==> src/rtl/sumador_segmentado.sv <==
`default_nettype none
// +--------------------------------------------------------------------------+
// | sumador_segmentado: valid/ready pipelined adder/subtractor, STAGES slices |
// | Revision: 1.0                                                            |
// +--------------------------------------------------------------------------+
module sumador_segmentado #(
  parameter int WIDTH  = 8,
  parameter int STAGES = 2,
  parameter int PwrC   = 0
) (
  input  logic             clk,
  input  logic             reset_L,
  input  logic             in_valid,
  output logic             in_ready,
  input  logic [WIDTH-1:0] a,
  input  logic [WIDTH-1:0] b,
  input  logic             ci,
  input  logic             sub,
  output logic             out_valid,
  input  logic             out_ready,
  output logic [WIDTH-1:0] s,
  output logic             co,
  output logic             ovf
);

  localparam int c_sw         = WIDTH / STAGES;
  localparam int c_pwr_unused = PwrC;

  logic             valid_q [STAGES];
  logic [WIDTH-1:0] a_q     [STAGES];
  logic [WIDTH-1:0] b_q     [STAGES];
  logic [WIDTH-1:0] sum_q   [STAGES];
  logic             cy_q    [STAGES];
  logic             ovf_q;

  logic             valid_d [STAGES];
  logic [WIDTH-1:0] a_d     [STAGES];
  logic [WIDTH-1:0] b_d     [STAGES];
  logic [WIDTH-1:0] sum_d   [STAGES];
  logic             cy_d    [STAGES];
  logic             ovf_d;

  logic [WIDTH-1:0] w_sum_in [STAGES];
  logic             w_cy_in  [STAGES];
  logic             w_adv;

  assign w_adv     = !valid_q[STAGES-1] | out_ready;
  assign in_ready  = w_adv;
  assign out_valid = valid_q[STAGES-1];
  assign s         = sum_q[STAGES-1];
  assign co        = cy_q[STAGES-1];
  assign ovf       = ovf_q;

  // Operands travel whole through the skew registers so the last stage still
  // sees the MSBs of A and effective B when it forms the overflow flag.
  always_comb begin
    logic [c_sw:0] w_slice;
    w_slice     = '0;
    a_d[0]      = a;
    b_d[0]      = sub ? ~b : b;
    valid_d[0]  = in_valid;
    w_sum_in[0] = '0;
    w_cy_in[0]  = sub | ci;
    for (int k = 1; k < STAGES; k++) begin
      a_d[k]      = a_q[k-1];
      b_d[k]      = b_q[k-1];
      valid_d[k]  = valid_q[k-1];
      w_sum_in[k] = sum_q[k-1];
      w_cy_in[k]  = cy_q[k-1];
    end
    for (int k = 0; k < STAGES; k++) begin
      w_slice = {1'b0, a_d[k][k*c_sw +: c_sw]}
              + {1'b0, b_d[k][k*c_sw +: c_sw]}
              + {{c_sw{1'b0}}, w_cy_in[k]};
      sum_d[k] = w_sum_in[k];
      sum_d[k][k*c_sw +: c_sw] = w_slice[c_sw-1:0];
      cy_d[k] = w_slice[c_sw];
    end
    ovf_d = (a_d[STAGES-1][WIDTH-1] == b_d[STAGES-1][WIDTH-1]) &&
            (sum_d[STAGES-1][WIDTH-1] != a_d[STAGES-1][WIDTH-1]);
  end

  always_ff @(posedge clk or negedge reset_L) begin
    if (!reset_L) begin
      for (int k = 0; k < STAGES; k++) begin
        valid_q[k] <= 1'b0;
        a_q[k]     <= '0;
        b_q[k]     <= '0;
        sum_q[k]   <= '0;
        cy_q[k]    <= 1'b0;
      end
      ovf_q <= 1'b0;
    end else if (w_adv) begin
      for (int k = 0; k < STAGES; k++) begin
        valid_q[k] <= valid_d[k];
        a_q[k]     <= a_d[k];
        b_q[k]     <= b_d[k];
        sum_q[k]   <= sum_d[k];
        cy_q[k]    <= cy_d[k];
      end
      ovf_q <= ovf_d;
    end
  end

endmodule
`default_nettype wire

==> config.mk <==
export PLATFORM = sky130hd
export DESIGN_NAME = sumador_segmentado
export DESIGN_NICKNAME = d
export VERILOG_FILES = /design/src/rtl/sumador_segmentado.sv
export SDC_FILE = /design/constraint.sdc
export NUM_CORES = 1
export LEC_CHECK = 0
export BUFFER_PORTS_ARGS = -buffer_cell sky130_fd_sc_hd__buf_2
export CAP_MARGIN = 10
export CORE_AREA = 2 2 52 54
export CTS_CLUSTER_DIAMETER = 150
export DETAILED_ROUTE_END_ITERATION = 6
export DIE_AREA = 0 0 54 56
export HOLD_SLACK_MARGIN = 0.03
export PLACE_DENSITY = 0.79
export SYNTH_ARGS = -nofsm -noshare
export SYNTH_HDL_FRONTEND = slang
export SYNTH_SLANG_ARGS = --single-unit
==> constraint.sdc <==
create_clock -name clk -period 4.8 [get_ports clk]
set_clock_uncertainty 0.1 [all_clocks]
set_input_delay 1.2 -clock clk [delete_from_list [all_inputs] [get_ports clk]]
set_output_delay 1.2 -clock clk [all_outputs]
set_load 0.005 [all_outputs]
==> metrics.md, run 1 <==
| Metric | Value |
|---|---|
| R2r worst-path depth | `4` |
| Post-cts resize count | `0` |
| Post-CTS Hold Buffers | `0` |
| Hold Path Class | `register to register` |
| Placement Cell Area | `1470 um^2` |
| Commonest non-fill, non-tap cell in the layout | `nand2_1` |
| Mean cell area of the mapped netlist | `9.60 um^2` |
| Hold_ws | `0.377 ns` |
| Hold path cells | `2` |
| Worst setup margin | `1.20 ns` |
| WL/cell | `11.5 um` |
| Count of different cell masters after synthesis | `28` |
| First DRT Iteration DRCs | `14` |
| Die Y | `56 um` |
| GRT Util Overall | `0.168` |
| Largest net degree at the start of global routing | `28` |
| RSZ-0062 raised after global routing | `no` |
| Input/output buffers | `33` |
| Outcome | `finished clean` |
| Max Slew Vio Count | `0` |
| Most numerous cell on the critical path | `buf_2` |
| Relative slew margins | `0.638` |
| Die area | `3020 um^2` |
| Critical-path maximum fanout | `27` |
| Initial Util | `0.537` |
| Clk Latency, worst-skew pair | `0.32 ns` |
| Final worst path period need | `3.60 ns` |
| F_max | `278 MHz` |
| Post-route design area | `1500 um^2` |
| Seq cells post-synth | `25` |
| # diodes | `0` |
| Pre-CTS setup slack | `1.19 ns` |
| Cell Area, Synth | `1310 um^2` |
| Worst-margin pin slew | `0.542 ns` |
| Crit start category | `primary input` |
| TritonCTS buffer count | `3` |
| # H-tree levels | `1` |
| Vias | `990` |
| First-pass GRT wire length | `3730 um` |
| P&R area growth vs syn | `15.0%` |
| LEAKAGE | `0.000778 uW` |
| Net Count, Synth | `168` |
| Post-Route WL | `2270 um` |
| Worst-path cell chain | `buf_2 -> nor2b_4 -> inv_2 -> buf_2` |
| Total grt overflow | `0` |
| Worst path slowest cell | `nor2b_4` |
| CTS Buffer Depth | `2` |
| HPWL Detailed | `1720 um` |
| Power Density | `380 nW/um^2` |
| DRT Pass-1 Iters | `4` |
| Critical Path Max Stage Delay | `0.45 ns` |
| Most frequent cells in the layout | `nand2_1, buf_2, dfrtp_1` |
| Final nets | `200` |
| Final clock period utilization by the worst path | `0.750` |
| Vias per cell | `5.03` |
| CTS root buffer | `clkbuf_4` |
| CORE AREA | `2430 um^2` |
| YS warnings | `0` |
| CTS tree | `done` |
| Clock Pin Slew Worst Setup and Hold Paths | `0.13 ns` |
| Worst Path Required | `3.50 ns` |
| Final antenna-violating net count | `0` |
| Setup Buffers After CTS | `0` |
| # rows | `18` |
| Max IR drop VDD | `0.203 mV` |
| Gpl congestion | `0.827` |
| Layout cells sized above 1 | `0.240` |
| Worst Setup End Kind | `primary output` |
| Setup_tns | `0 ns` |
| Remaining DRCs | `0` |
| Cell count after synthesis | `136` |
| CTS Sinks | `25` |
| Vias in the first global route | `869` |
| Die Wd | `54 um` |
| Hold Violations, Final | `0` |
| Boundary pin count | `34` |
| MaxCap Viol Count | `0` |
| CP Class | `primary input to primary output` |
| Seq/Total Area, Yosys | `0.479` |
| Setup violation total in the final timing report | `0` |
| Worst endpoint data arrival time | `2.30 ns` |
| Initial antenna violation count | `0` |
==> worst max-delay path, delay by kind of cell <==
family / cells / cell delay (ns)
buf+inv: 3 / 0.65
simple gates: 1 / 0.45
==> cell usage after synthesis <==
cell type	number	area [um^2]
a211oi_1	2	15.0
a21boi_0	2	15.0
a21o_1	2	15.0
a21oi_1	6	30.0
buf_2	4	20.0
buf_6	1	11.3
clkbuf_1	1	3.75
clkinv_1	1	3.75
dfrtp_1	25	626
fa_1	4	80.1
ha_1	6	75.1
inv_1	5	18.8
inv_2	1	3.75
mux2i_1	1	10.0
nand2_1	42	158
nand2b_1	1	6.26
nand3_1	2	10.0
nor2_1	4	15.0
nor2b_1	2	12.5
nor2b_4	1	13.8
o2111ai_1	1	8.76
o21ai_0	9	45.0
o31ai_1	1	7.51
o41ai_1	1	8.76
or2_2	1	6.26
or4_1	1	7.51
xnor2_1	4	35.0
xor2_1	5	43.8
==> cells by family after synthesis <==
| kind of cell | share of synthesized area |
|---|---|
| adders and majority gates | 0.119 |
| DFF | 0.479 |
| xor gates and xnor gates | 0.0604 |
| AOI/OAI and AO/OA | 0.111 |
| and+or+nand+nor | 0.175 |
| muxes | 0.00767 |
| buffers and inverters | 0.0470 |
==> power breakdown <==
| group | switching [uW] | leakage [uW] | internal [uW] |
|---|---|---|---|
| Clock | 61.7 | 0.0000177 | 31.2 |
| Combinational | 96.4 | 0.000461 | 86.2 |
| Sequential | 29.9 | 0.000299 | 265 |
| Total | 188 | 0.000778 | 382 |
==> path summary, 6_finish.rpt <==
path,start,to,slack [ns]
min in group asynchronous,reset_L,s[5],0.74
hold reg to reg,s[4],s[4],0.38
setup reg to reg,cy_q[1],s[5],3.08
hold / removal,s[4],s[4],0.38
setup / recovery,out_ready,in_ready,1.20
max in group asynchronous,reset_L,s[3],3.49
==> flip-flops by register name, indices dropped and copies added, names as in the netlist <==
name       cells
s              8
a_d            4
b_d            4
sum_d          4
co             1
cy_q           1
out_valid      1
ovf            1
valid_d        1
==> per-layer routing <==
metal,vias to the layer above,wire length (um),global-route usage
li1,503,-,-
met1,459,1050,0.207
met2,23,1070,0.275
met3,5,86,0.0242
met4,0,51,0.0857
met5,-,0,0
==> per-stage QoR <==
stage | util | std cells | total power [uW]
after floorplan | - | 136 | 415
after global placement | 0.605 | 193 | 476
after detailed placement | 0.605 | 193 | 486
after CTS | 0.617 | 197 | 577
after global routing | 0.617 | 197 | 624
final | 0.617 | 197 | 570
==> layout make-up <==
class | instances | area [um^2]
Fill cell | 211 | 932
Sequential cell | 25 | 626
Multi-Input combinational cell | 98 | 618
Timing Repair Buffer | 33 | 165
Tap cell | 30 | 37.5
Inverter | 7 | 26.3
Clock buffer | 3 | 22.5
Clock inverter | 1 | 5.00
Note: power is estimated with default switching activity, not from simulation.
==> run 2, diff against run 1 <==
--- a/config.mk
+++ b/config.mk
@@ -7,12 +7,12 @@
 export LEC_CHECK = 0
 export BUFFER_PORTS_ARGS = -buffer_cell sky130_fd_sc_hd__buf_2
 export CAP_MARGIN = 10
-export CORE_AREA = 2 2 52 54
+export CORE_AREA = 2 2 57 59
 export CTS_CLUSTER_DIAMETER = 150
 export DETAILED_ROUTE_END_ITERATION = 6
-export DIE_AREA = 0 0 54 56
+export DIE_AREA = 0 0 59 61
 export HOLD_SLACK_MARGIN = 0.03
-export PLACE_DENSITY = 0.79
+export PLACE_DENSITY = 0.7
 export SYNTH_ARGS = -nofsm -noshare
 export SYNTH_HDL_FRONTEND = slang
 export SYNTH_SLANG_ARGS = --single-unit
==> constraint.sdc (replaced) <==
create_clock -name clk -period 3.3 [get_ports clk]
set_clock_uncertainty 0.1 [all_clocks]
set_input_delay 0.825 -clock clk [delete_from_list [all_inputs] [get_ports clk]]
set_output_delay 0.825 -clock clk [all_outputs]
set_load 0.005 [all_outputs]
==> metrics.md, run 2 (synthesis gave the netlist of run 1 again) <==
| Metric | Value |
|---|---|
| WL/cell | `12.1 um (+5.3%)` |
| Final antenna-violating net count | `0 (unchanged)` |
| Most frequent cells in the layout | `nand2_1, buf_2, dfrtp_1` |
| RSZ-0062 raised after global routing | `no` |
| Reg2reg start | `cy_q[1]` |
| Max IR drop VDD | `0.186 mV (-8.5%)` |
| Input/output buffers | `33 (unchanged)` |
| Worst reg-to-reg setup slack | `1.61 ns (-1.47 ns)` |
| Remaining DRCs | `0 (unchanged)` |
| Worst-margin pin slew | `0.544 ns (+0.00219 ns)` |
| F_max | `409 MHz` |
| Setup violation total in the final timing report | `0 (unchanged)` |
| Hold Path Class | `primary input to async pin` |
| Die Y | `61 um (+8.9%)` |
| Die area | `3600 um^2 (+19%)` |
| Setup_tns | `0 ns (unchanged)` |
| P_int | `558 uW (+46%)` |
| CTS Buffer Depth | `2 (unchanged)` |
| Max reg flops | `8 (unchanged)` |
| Worst setup margin | `0.855 ns (-0.345 ns)` |
| CTS root buffer | `clkbuf_4` |
| Clock network power share | `0.169 (+0.006)` |
| Sequential power share | `0.509 (-0.008)` |
| CORE AREA | `2950 um^2 (+21%)` |
| CTS tree | `done` |
| Layout cells sized above 1 | `0.244 (+0.00453)` |
| Worst Setup End Kind | `register` |
| Final worst path period need | `2.44 ns` |
| Clk Latency, worst-skew pair | `0.33 ns (about the same)` |
| Initial antenna violation count | `0 (unchanged)` |
| First-pass GRT wire length | `4200 um (+13%)` |
| CP Class | `primary input to register` |
| Pwr Total | `838 uW (+47%)` |
| Fill cell count | `291 (+38%)` |
| Clock Pin Slew Worst Setup and Hold Paths | `0.14 ns (about the same)` |
| Gpl congestion | `0.816 (-1.3%)` |
| Reg2reg end | `s[5]` |
| TritonCTS buffer count | `3 (unchanged)` |
| Largest net degree at the start of global routing | `27 (-3.6%)` |
| Post-cts resize count | `0 (unchanged)` |
| LEAKAGE | `0.000783 uW (+0.65%)` |
| Post-CTS Hold Buffers | `0 (unchanged)` |
| Crit start category | `primary input` |
| Comb power frac | `0.322 (+0.002)` |
| Commonest non-fill, non-tap cell in the layout | `nand2_1` |
| GRT Util Overall | `0.155 (-0.0126)` |
| Power Density | `555 nW/um^2 (+46%)` |
| Final nets | `201 (+0.50%)` |
| Outcome | `finished clean` |
| Reg area | `626 um^2 (unchanged)` |
| Post-Route WL | `2430 um (+7.4%)` |
| Family with the most delay on the worst path | `adder cells` |
| Hold Violations, Final | `0 (unchanged)` |
| First DRT Iteration DRCs | `52 (+38)` |
| MaxCap Viol Count | `0 (unchanged)` |
| Pre-CTS setup slack | `0.492 ns (-0.698 ns)` |
| Initial Util | `0.442 (-0.0946)` |
| Vias per cell | `5.02 (about the same)` |
| HPWL Detailed | `1820 um (+5.7%)` |
| Worst endpoint data arrival time | `2.55 ns (+0.25 ns)` |
| Vias in the first global route | `1034 (+19%)` |
| Critical-path maximum fanout | `9 (-67%)` |
| Net Sw Frac | `0.335 (+0.00507)` |
| Worst Path Required | `3.41 ns (-0.09 ns)` |
| # rows | `20 (+2)` |
| Vias | `1010 (+2.0%)` |
| Critical Path Max Stage Delay | `0.41 ns (-0.04 ns)` |
| R2r worst-path depth | `4 (unchanged)` |
| P&R area growth vs syn | `15.8%` |
| P_sw | `281 uW (+49%)` |
| Boundary pin count | `34 (unchanged)` |
| Die Wd | `59 um (+9.3%)` |
| Worst-path cell chain | `buf_2 -> or2_2 -> fa_1 -> fa_1 -> a21o_1 -> a21oi_1 -> a21oi_1` |
| DRT Pass-1 Iters | `4 (unchanged)` |
| Total grt overflow | `0 (unchanged)` |
| Max Slew Vio Count | `0 (unchanged)` |
| Setup Buffers After CTS | `0 (unchanged)` |
| Multi-input gate area | `618 um^2 (unchanged)` |
| Relative slew margins | `0.637 (-0.000691)` |
| # diodes | `0 (unchanged)` |
| Final clock period utilization by the worst path | `0.741` |
| CTS Sinks | `25 (unchanged)` |
| Worst path slowest cell | `fa_1` |
| WP buf/inv | `1 (-2)` |
| # H-tree levels | `1 (unchanged)` |
==> run 2: changes by cell type in the layout (fill, tap and decap cells not counted) <==
cell | previous run | this run
buf_4 | 0 | 1
==> run 2: power by group through the flow <==
| stage | combinational (uW) | sequential, uW | clock [uW] |
|---|---|---|---|
| floorplan | 169 | 435 | 0 |
| detailed placement | 273 | 436 | 0 |
| global placement | 264 | 431 | 0 |
| global route | 314 | 438 | 158 |
| CTS | 274 | 429 | 142 |
| finish | 270 | 427 | 142 |
==> run 2: how the worst max path moves through the flow <==
| stage | from | to | cells past startpoint |
|---|---|---|---|
| 2_1_floorplan | sub | cy_q[1] | 7 |
| 4_1_cts | sub | cy_q[1] | 7 |
| 5_1_grt | sub | cy_q[1] | 7 |
| 3_3_place_gp | sub | cy_q[1] | 7 |
| 3_5_place_dp | sub | cy_q[1] | 7 |
| 6_report | sub | cy_q[1] | 7 |
==> run 2: worst register-to-register path, cell delays in order, from the launching register on <==
cell     delay (ns)
dfrtp_1        0.43
fa_1           0.48
inv_1          0.09
fa_1           0.40
a21oi_1        0.13
==> run 2: layer usage <==
metal,track usage,vias up,part of all wire
met4,0.101,0,0.032
met3,0.00640,7,0.035
met2,0.270,28,0.49
met5,0,-,0
met1,0.189,471,0.45
li1,-,504,-
==> run 2: stage by stage <==
step / hold WS [ns] / area, um^2 / util / instances
global placement: 0.346 / 1480 / 0.503 / 197
CTS: 0.384 / 1510 / 0.512 / 201
finish: 0.352 / 1510 / 0.512 / 201
floorplan: 0.330 / 1310 / - / 136
global route: 0.396 / 1510 / 0.512 / 201
detailed placement: 0.354 / 1480 / 0.503 / 197
==> run 2: cell type report <==
| type | count | area share |
|---|---|---|
| tap | 33 | 0.0273 |
| multi-input combinational | 98 | 0.409 |
| inverter | 7 | 0.0174 |
| timing repair buffer | 34 | 0.114 |
| clock buffer | 3 | 0.0149 |
| clock inverter | 1 | 0.00331 |
| sequential | 25 | 0.414 |
==> run 3, diff against run 2 <==
--- a/config.mk
+++ b/config.mk
@@ -5,6 +5,7 @@
 export SDC_FILE = /design/constraint.sdc
 export NUM_CORES = 1
 export LEC_CHECK = 0
+export ABC_AREA = 1
 export BUFFER_PORTS_ARGS = -buffer_cell sky130_fd_sc_hd__buf_2
 export CAP_MARGIN = 10
 export CORE_AREA = 2 2 57 59
==> constraint.sdc (replaced) <==
create_clock -name clk -period 2.1 [get_ports clk]
set_clock_uncertainty 0.1 [all_clocks]
set_input_delay 0.525 -clock clk [delete_from_list [all_inputs] [get_ports clk]]
set_output_delay 0.525 -clock clk [all_outputs]
set_load 0.005 [all_outputs]
==> metrics.md, run 3 <==
| Metric | Value |
|---|---|
| Pre-CTS setup slack | `-0.128 ns (-0.620 ns)` |
| Vias | `1048 (+3.8%)` |
| First DRT Iteration DRCs | `24 (-54%)` |
| Cell with the most instances after synthesis | `nand2_1` |
| Net Sw Frac | `0.333 (-0.00148)` |
| Input/output buffers | `33 (unchanged)` |
| TritonCTS buffer count | `3 (unchanged)` |
| P&R area growth vs syn | `17.7%` |
| Post-CTS Hold Buffers | `0 (unchanged)` |
| Cell count after synthesis | `148 (+8.8%)` |
| CORE AREA | `2950 um^2 (unchanged)` |
| Fin cells | `217 (+8.0%)` |
| Hold_ws | `0.0611 ns (-0.290 ns)` |
| Hold Violations, Final | `0 (unchanged)` |
| LEAKAGE | `0.000821 uW (+4.9%)` |
| Pwr Total | `1310 uW (+57%)` |
| # diodes | `0 (unchanged)` |
| Count of different cell masters after synthesis | `18 (-36%)` |
| F_max | `526 MHz` |
| Placed cells | `213 (+8.1%)` |
| MaxCap Viol Count | `0 (unchanged)` |
| Sequential power share | `0.506 (-0.003)` |
| Critical-path maximum fanout | `4 (-5)` |
| CTS Buffer Depth | `2 (unchanged)` |
| # H-tree levels | `1 (unchanged)` |
| Die Wd | `59 um (unchanged)` |
| Initial antenna violation count | `0 (unchanged)` |
| Final worst path period need | `1.90 ns` |
| Synth area leader | `dfrtp_1` |
| Largest cells by area after synthesis | `dfrtp_1, nand2_1, fa_1, ha_1, inv_1` |
| Seq cells post-synth | `25 (unchanged)` |
| Family with the most delay on the worst path | `adder cells` |
| Worst path slowest cell | `fa_2` |
| Clk Latency, worst-skew pair | `0.32 ns (about the same)` |
| Net Count, Synth | `180 (+7.1%)` |
| Relative slew margins | `0.645 (+0.00758)` |
| CP Class | `primary input to register` |
| Outcome | `finished clean` |
| Vias per cell | `4.83 (-3.9%)` |
| GRT Util Overall | `0.153 (-0.00188)` |
| Mean cell area of the mapped netlist | `8.86 um^2 (-7.7%)` |
| Gpl congestion | `0.711 (-13%)` |
| CTS tree | `done` |
| Clock Pin Slew Worst Setup and Hold Paths | `0.13 ns (about the same)` |
| Worst setup margin | `0.200 ns (-0.656 ns)` |
| Clock network power share | `0.162 (-0.007)` |
| DRT Pass-1 Iters | `4 (unchanged)` |
| Setup violation total in the final timing report | `0 (unchanged)` |
| Comb power frac | `0.332 (+0.010)` |
| Post-synth ARST share | `1.00 (unchanged)` |
| Max reg flops | `8 (unchanged)` |
| P_sw | `438 uW (+56%)` |
| CTS Sinks | `25 (unchanged)` |
| Largest net degree at the start of global routing | `28 (+3.7%)` |
| Top cell type's share of synthesized area | `0.477 (-0.00229)` |
| # rows | `20 (unchanged)` |
| Critical Path Max Stage Delay | `0.41 ns (about the same)` |
| Remaining DRCs | `0 (unchanged)` |
| RSZ-0062 raised after global routing | `no` |
| Ys flop type | `dfrtp_1` |
| Vias in the first global route | `1048 (+1.4%)` |
| Cell Area, Synth | `1310 um^2 (+0.48%)` |
| Total grt overflow | `0 (unchanged)` |
| Boundary pin count | `34 (unchanged)` |
| Most frequent cells in the layout | `nand2_1, buf_2, dfrtp_1` |
| Final antenna-violating net count | `0 (unchanged)` |
| Worst endpoint data arrival time | `2.01 ns (-0.54 ns)` |
| HPWL Detailed | `1770 um (-2.8%)` |
| WP buf/inv | `2 (+1)` |
| Post-cts resize count | `0 (unchanged)` |
| Seq/Total Area, Yosys | `0.477 (-0.00229)` |
| Max IR drop VDD | `0.256 mV (+38%)` |
| Final nets | `217 (+8.0%)` |
| Worst-path cell chain | `buf_2 -> or2_4 -> fa_2 -> fa_2 -> nand2_1 -> inv_1 -> o21ai_1 -> a21oi_1` |
| Layout Utilization | `0.523 (+0.0110)` |
| Commonest non-fill, non-tap cell in the layout | `nand2_1` |
| Power Density | `851 nW/um^2 (+53%)` |
| Worst-margin pin slew | `0.533 ns (-0.0114 ns)` |
| CTS root buffer | `clkbuf_4` |
| P_int | `876 uW (+57%)` |
| WL/cell | `10.9 um (-9.8%)` |
| Worst Setup End Kind | `register` |
| YS warnings | `0 (unchanged)` |
| Die Y | `61 um (unchanged)` |
| EDFF count, synth | `0 (unchanged)` |
| Max Slew Vio Count | `0 (unchanged)` |
| Most numerous cell on the critical path | `fa_2` |
| First-pass GRT wire length | `4170 um (-0.67%)` |
| Initial Util | `0.444 (+0.00212)` |
| Die area | `3600 um^2 (unchanged)` |
| Post-Route WL | `2370 um (-2.6%)` |
| Setup Buffers After CTS | `0 (unchanged)` |
| Crit start category | `primary input` |
| Layout cells sized above 1 | `0.250 (+0.00595)` |
| Hold Path Class | `primary input to async pin` |
| Most common library cells after synthesis | `nand2_1, dfrtp_1, inv_1, o21ai_0, nor2_1` |
| Worst Path Required | `2.21 ns (-1.20 ns)` |
| Final clock period utilization by the worst path | `0.905` |
## run 3: changes by cell type after synthesis, sizes merged, moves of 3 or more
cell,delta
o21ai,+7
inv,+9
nand2,+4
nor2b,-3
nor2,+6
a21oi,-3
nand3,+5
## run 3: per-stage QoR
step / TNS, ns / area, um^2
2_1_floorplan: -0.0736 / 1330
6_report: 0 / 1540
4_1_cts: 0 / 1540
3_3_place_gp: -0.183 / 1520
3_5_place_dp: -0.287 / 1520
5_1_grt: 0 / 1540
## run 3: per-layer routing
layer / vias to the layer above / GRT usage / wire [um]
li1: 532 / - / -
met1: 478 / 0.175 / 1030
met2: 34 / 0.287 / 1190
met3: 4 / 0.0128 / 105
met4: 0 / 0.0747 / 42
met5: - / 0 / 0
## run 3: power by group through the flow
stage	logic [uW]	clock network [uW]	registers (uW)
after floorplan	277	0	679
after global placement	427	0	672
after detailed placement	442	0	676
after CTS	443	219	667
after global routing	513	230	686
final	436	213	665
## run 3: cell families (layout without fill, tap and decap cells)
family | after synthesis | in the layout | share of synthesized area
DFF | 25 | 25 | 0.477
xor gates and xnor gates | 8 | 8 | 0.0534
buffers and inverters | 20 | 56 | 0.0716
adders and majority gates | 10 | 10 | 0.118
and+or+nand+nor | 66 | 66 | 0.207
AOI/OAI and AO/OA | 19 | 19 | 0.0725
## run 3: final timing paths
path	end	slack [ns]	from	depth (start not counted)
max	cy_q[1]	0.20	sub	8
min in group clk	a_d[6]	0.29	a[6]	3
max reg2reg	co	0.34	cy_q[1]	7
min	ovf	0.06	reset_L	1
min reg2reg	out_valid	0.37	valid_d[0]	2
max in group asynchronous	b_d[4]	1.47	reset_L	1
## run 3: cell type report
type / count / area (um^2)
Tap cell: 33 / 41.3
Timing Repair Buffer: 37 / 195
Multi-Input combinational cell: 103 / 599
Inverter: 15 / 56.3
Fill cell: 279 / 1410
Sequential cell: 25 / 626
Clock buffer: 4 / 26.3
